### src/rtl/aes_ctr_sequencer.sv
// aes_ctr_sequencer: CTR-mode sequencer around an AES-128 core wrapper.
// Holds key/nonce/counter stable for the core and keeps one block in flight.
module aes_ctr_sequencer #(
    parameter int CTR_WIDTH = 64
) (
    input  logic                   clk,
    input  logic                   reset,
    input  logic                   key_load,
    input  logic [127:0]           key_in,
    input  logic                   ctr_load,
    input  logic [127-CTR_WIDTH:0] nonce_in,
    input  logic [CTR_WIDTH-1:0]   ctr_in,
    input  logic                   in_valid,
    output logic                   in_ready,
    input  logic [127:0]           in_data,
    output logic                   out_valid,
    input  logic                   out_ready,
    output logic [127:0]           out_data,
    output logic                   core_init,
    output logic                   core_next,
    output logic [127:0]           core_key,
    output logic [127:0]           core_block,
    input  logic                   core_ready,
    input  logic [127:0]           core_result,
    output logic                   key_valid,
    output logic                   busy,
    output logic                   ctr_wrap
);
    typedef enum logic [2:0] {IDLE, KEY_START, KEY_WAIT, ENC_START, ENC_WAIT, OUTPUT} state_t;

    state_t                 state_q, state_d;
    logic [127:0]           key_q, key_d;
    logic [127-CTR_WIDTH:0] nonce_q, nonce_d;
    logic [CTR_WIDTH-1:0]   ctr_q, ctr_d;
    logic [127:0]           data_q, data_d;
    logic [127:0]           out_data_q, out_data_d;
    logic                   out_valid_q, out_valid_d;
    logic                   core_init_q, core_init_d;
    logic                   core_next_q, core_next_d;
    logic                   key_valid_q, key_valid_d;
    logic                   busy_q, busy_d;
    logic                   ctr_wrap_q, ctr_wrap_d;

    always_comb begin
        state_d     = state_q;
        key_d       = key_q;
        nonce_d     = nonce_q;
        ctr_d       = ctr_q;
        data_d      = data_q;
        out_data_d  = out_data_q;
        out_valid_d = out_valid_q;
        key_valid_d = key_valid_q;
        ctr_wrap_d  = ctr_wrap_q;
        in_ready    = state_q == IDLE && !key_load && !ctr_load && in_valid && key_valid_q;
        case (state_q)
            IDLE: begin
                if (key_load) begin
                    key_d       = key_in;
                    key_valid_d = 1'b0;
                    ctr_wrap_d  = 1'b0;
                    state_d     = KEY_START;
                end else if (ctr_load) begin
                    nonce_d    = nonce_in;
                    ctr_d      = ctr_in;
                    ctr_wrap_d = 1'b0;
                end else if (in_ready) begin
                    data_d  = in_data;
                    state_d = ENC_START;
                end
            end
            KEY_START: state_d = KEY_WAIT;
            KEY_WAIT: begin
                if (core_ready) begin
                    key_valid_d = 1'b1;
                    state_d     = IDLE;
                end
            end
            ENC_START: state_d = ENC_WAIT;
            ENC_WAIT: begin
                if (core_ready) begin
                    out_data_d  = data_q ^ core_result;
                    out_valid_d = 1'b1;
                    ctr_d       = ctr_q + CTR_WIDTH'(1);
                    ctr_wrap_d  = ctr_wrap_q | (&ctr_q);
                    state_d     = OUTPUT;
                end
            end
            OUTPUT: begin
                if (out_ready) begin
                    out_valid_d = 1'b0;
                    state_d     = IDLE;
                end
            end
            default: state_d = IDLE;
        endcase
        // Pulses and busy are registered off the next state so they align with it.
        core_init_d = state_d == KEY_START;
        core_next_d = state_d == ENC_START;
        busy_d      = state_d != IDLE;
    end

    always_ff @(posedge clk or posedge reset) begin
        if (reset) begin
            state_q     <= IDLE;
            key_q       <= '0;
            nonce_q     <= '0;
            ctr_q       <= '0;
            data_q      <= '0;
            out_data_q  <= '0;
            out_valid_q <= 1'b0;
            core_init_q <= 1'b0;
            core_next_q <= 1'b0;
            key_valid_q <= 1'b0;
            busy_q      <= 1'b0;
            ctr_wrap_q  <= 1'b0;
        end else begin
            state_q     <= state_d;
            key_q       <= key_d;
            nonce_q     <= nonce_d;
            ctr_q       <= ctr_d;
            data_q      <= data_d;
            out_data_q  <= out_data_d;
            out_valid_q <= out_valid_d;
            core_init_q <= core_init_d;
            core_next_q <= core_next_d;
            key_valid_q <= key_valid_d;
            busy_q      <= busy_d;
            ctr_wrap_q  <= ctr_wrap_d;
        end
    end

    assign out_valid  = out_valid_q;
    assign out_data   = out_data_q;
    assign core_init  = core_init_q;
    assign core_next  = core_next_q;
    assign core_key   = key_q;
    assign core_block = {nonce_q, ctr_q};
    assign key_valid  = key_valid_q;
    assign busy       = busy_q;
    assign ctr_wrap   = ctr_wrap_q;
endmodule

### config.mk
export PLATFORM = sky130hd
export DESIGN_NAME = aes_ctr_sequencer
export DESIGN_NICKNAME = d
export VERILOG_FILES = /design/src/rtl/aes_ctr_sequencer.sv
export SDC_FILE = /design/constraint.sdc
export NUM_CORES = 1
export LEC_CHECK = 0
export ABC_CLOCK_PERIOD_IN_PS = 43800
export CAP_MARGIN = 20
export CORE_AREA = 4 4 349 351
export DETAILED_ROUTE_END_ITERATION = 8
export DIE_AREA = 0 0 353 355
export DONT_BUFFER_PORTS = 1
export REMOVE_ABC_BUFFERS = 1
export SYNTH_ARGS = -nofsm -noshare
export SYNTH_HDL_FRONTEND = slang
export SYNTH_SLANG_ARGS = --single-unit
### constraint.sdc
create_clock -name clk -period 43.8 [get_ports clk]
set_input_delay 4.38 -clock clk [delete_from_list [all_inputs] [get_ports clk]]
set_output_delay 4.38 -clock clk [all_outputs]
set_load 0.03 [all_outputs]
* Word level (Yosys, flattened, before mapping)
Cells that the tools add are included.
** Word-level totals
- Flip-flop bits (word level) :: 521
- Bits of input ports :: 519
- Output and inout port bits :: 391
- Word-level logic and storage cells :: 71
** Cells by class
- Add/sub/neg operators :: 1
- Equal/unequal tests :: 14
- Muxes and demuxes :: 20
- Bitwise gates (word level) :: 4
- Reduce and logical (&&, ||, !) cells :: 20
** Operators with widths (number)
- 64-bit 2-to-1 mux :: 3
- 64-bit one-hot mux with 2 select lines :: 1
- 128-bit XOR :: 1
- 64-bit by 1-bit adder with 64-bit output, second input constant :: 1
- 64-bit AND reduction :: 1
- 3-bit 2-to-1 mux :: 6
- 3-bit one-hot mux with 6 select lines :: 1
- 2-bit != test, second input constant :: 6
- 3-bit AND reduction :: 4
- 3-bit by 2-bit equality test with 1-bit output, second input constant :: 3
- 4-bit AND reduction :: 2
- 3-bit by 1-bit equality test with 1-bit output, second input constant :: 2
- 3-bit equality test, second input constant :: 2
- 1-bit 2-to-1 mux :: 6
- 1-bit one-hot mux with 2 select lines :: 3
- 2-bit nonzero test :: 3
- 1-bit logical AND :: 4
- 2-bit AND reduction :: 2
- 3-bit logical NOT :: 1
- 3-bit != test, second input constant :: 1
- 3-bit nonzero test :: 1
- 1-bit logical NOT :: 2
- 1-bit inverter :: 2
- 1-bit OR :: 1

* Longest topological paths before layout
- Word-level depth :: 10
- Mapped depth :: 8
- Mapped depth without buffers :: 6

* Worst setup path after synthesis
Ideal clock, no wire load.
- Path kind :: input to output
- Start :: in key_load
- End :: out in_ready
- Arrival time :: 5298 ps
- Required time :: 39420 ps
- Slack :: 34122 ps
- Stages on the path :: 4
- Buffers on the path :: 1
- Cell sequence :: nor2_1 > nand4_1 > inv_1 > clkbuf_1
** On the way
- Cells in the longest elaborated chain, start to end :: 5
** Ends and longest elaborated chain
- start: declaration :: RTL line 8 : input logic key_load,
- 1-bit logical NOT :: RTL line 54 : in_ready = state_q == IDLE && !key_load && !ctr_load && in_valid && key_valid_q;
- 1-bit logical AND (4 in a row) :: RTL line 54
- end: declaration :: RTL line 14 : output logic in_ready,
Every way passes these cells.

* Worst setup path after layout
Same ends and word-level chain as after synthesis.

==> flow_summary.toml <==
[status]
status = "completed"

[finish]
fillers = 12889
drive_gt1_share_pct = 12.0
final_area_mm2 = 0.0261
fin_nets = 2741
area_growth_pct = 16.6
stdcell_count = 3836

[placed_design]
pre_cts_slack_ns = 33.75
io_buffers = 0
dp_hpwl_mm = 72.4
placed_cells = 3707
gp_congestion = 0.869
dpl_cell_area_mm2 = 0.0241

[synthesis]
synth_compound_gate_area_share_pct = 7.77
synth-edff-count = 0
synth_area_per_cell_um2 = 9.87
synth_xor_area_share_pct = 5.01
synth_top_area_share_pct = 58.3
yosys-top-cells-count = "775 x nand2_1, 521 x dfrtp_1, 150 x o21ai_0, 130 x mux2_2, 128 x xnor2_1"
yosys.area.top_type = "dfrtp_1"
async_flop_share_pct = 100
synth-simple-area-share_pct = 19.7
synth_cells = 2267
synth_top_family_by_area = "simple AND/OR/NAND/NOR gates"
ys.flop_type = "dfrtp_1"
syn_area_mm2 = 0.0224
synthTopCellsByArea = "dfrtp_1 58%, nand2_1 13%, mux2_2 6.5%"
synthMuxAreaShare_pct = 6.68
ys_ff_latch = 521
synth.most_common_cell = "nand2_1"
synthAdderAreaFrac_pct = 0.0559
seq_area_frac_synth_pct = 58.3
ys_types = 56
synth_warnings = 0

[sta]
worstMarginPinSlew_ns = 1.06
maxSlewHeadroom_pct = 28.5
period_needed_ns = 10.02
finalHoldViolations = 0
clock.fmax_mhz = 99.8
drv_slew = 0
rsz0062_at_grt = "false"
setup_viol = 0
setup_tns_ns = 0
finalClockSkew_ns = 0.0209
min_period_over_period_pct = 22.9
fin_ws_ns = 33.78

[worst_setup_path]
crit_family = "buffers and inverters"
crit_buf_inv = 2
worstPathMaxFanout = 32
slowest_stage = "inv_4"
path_cells = "nor2_1, buf_4, nand4_1, inv_4"
worstPathRequired_ns = 39.42
critPathMaxStageDelay_ns = 0.53
crit_arrival_ns = 5.64
cp-start-kind = "primary input"
end_kind = "primary output"
path_class = "primary input to primary output"

[worst_hold_path]
hold_path.class = "register to register"

[cts]
clockBufferDepth = 3
holdBufCountCts = 0
cts_sinks = 521
cts_tree = "yes"
postCtsSetupRepairBufs = 0
clockRootBuffer = "clkbuf_16"
cts.repair.resized = 0
clk_latency_ns = 0.62
cts.htree.levels = 2
cts_buffers = 58
path_clk_slew_ns = 0.06

[route]
wirelength_mm = 91.1
avgViaCountPerCell = 4.37
drtPass1Iterations = 5
antenna_left = 0
wl_per_cell_um = 23.7
vias = 16768
drc = 0
drt-initial-drc-count = 1503

[die]
die_w_um = 353
pin_count = 910
core_mm2 = 0.119
die-area_mm2 = 0.125
num_rows = 127
fp.dieH_um = 355
start_util_pct = 18.8

[power]
power.density_mw_per_mm2 = 89.0
leakagePower_nw = 11.4
total_power_w = 0.00232
vdd_drop_max_uv = 45.4

[global_route]
grt_pass1_wl_mm = 127
track_usage_pct = 13.8
overflow = 0
antenna_found_initial = 42
grt_max_degree = 97
grt_pass1_vias = 16609

[job]
max_cap_violations = 0
[final cells by class]
cell class | instances | area [um^2] | area share, %
Antenna cell | 21 | 52.6 | 0.201
Timing Repair Buffer | 30 | 223 | 0.854
Clock inverter | 25 | 273 | 1.05
Tap cell | 1548 | 1940 | 7.42
Sequential cell | 521 | 13000 | 50.0
Inverter | 13 | 58.8 | 0.225
Multi-Input combinational cell | 1597 | 8830 | 33.8
Clock buffer | 81 | 1680 | 6.44
[flip-flops by register name, indices dropped and copies added, names as in the netlist, 3 cells and up]
name	cells
out_data	128
data_q	128
core_key	128
state_q	3
nonce_q	64
ctr_q	64
[cell families after synthesis]
kind of cell	count (synthesis)
AND/OR/NAND/NOR	1044
multiplexers	133
flip-flops	521
buffers and inverters	149
adder cells (fa/ha/maj)	1
AO/OA/AOI/OAI	291
XOR/XNOR	128
[report_power, final]
part	internal (W)	switching [W]	leakage (nW)
clock network	0.000296	0.000206	0.958
registers	0.000705	0.000649	6.47
logic	0.000211	0.000255	3.94
total	0.00121	0.00111	11.4
[tightest hold or removal path, delay by kind of cell, from the launching register on]
kind | cells | cell delay (ns)
DFF | 1 | 0.35
and+or+nand+nor | 2 | 0.10
[metal layers]
| metal | vias up | wire length, um | track usage (%) |
|---|---|---|---|
| li1 | 7550 | - | - |
| met1 | 8155 | 34400 | 16.5 |
| met3 | 164 | 9980 | 5.19 |
| met5 | - | 29 | 0 |
| met2 | 895 | 42500 | 22.3 |
| met4 | 4 | 4120 | 6.28 |
[final timing paths]
check | startpoint | end | slack [ns] | cells past startpoint
setup / recovery | key_load | in_ready | 33.78 | 4
min in group asynchronous | reset | core_key[2] | 3.70 | 1
setup reg to reg | state_q[0] | data_q[109] | 40.04 | 6
max in group asynchronous | reset | data_q[104] | 37.17 | 4
hold / removal | data_q[14] | data_q[14] | 0.49 | 2
hold reg to reg | data_q[14] | data_q[14] | 0.49 | 2
[cells in the final DEF (no fill, tap or decap), types with 17 or more instances in the layout]
master     synthesis  routed
nor2_1            71      70
xnor2_1          128     128
nor3_1            22      22
o21ai_0          150     150
buf_4              0      29
mux2_2           130     130
nand2_1          775     773
and3_1            17      17
clkbuf_16          0      59
nand4_1           41      41
nand3_1           49      49
dfrtp_1          521     521
a21oi_1           47      47
o22a_1            18      18
diode_2            0      21
[metrics by stage]
step	hold slack (ns)	utilization [%]
5_1_grt	0.506	21.9
2_1_floorplan	0.467	-
3_5_place_dp	0.484	20.2
4_1_cts	0.499	21.9
3_3_place_gp	0.479	20.2
6_report	0.492	21.9
(Power assumes the default switching activity.)
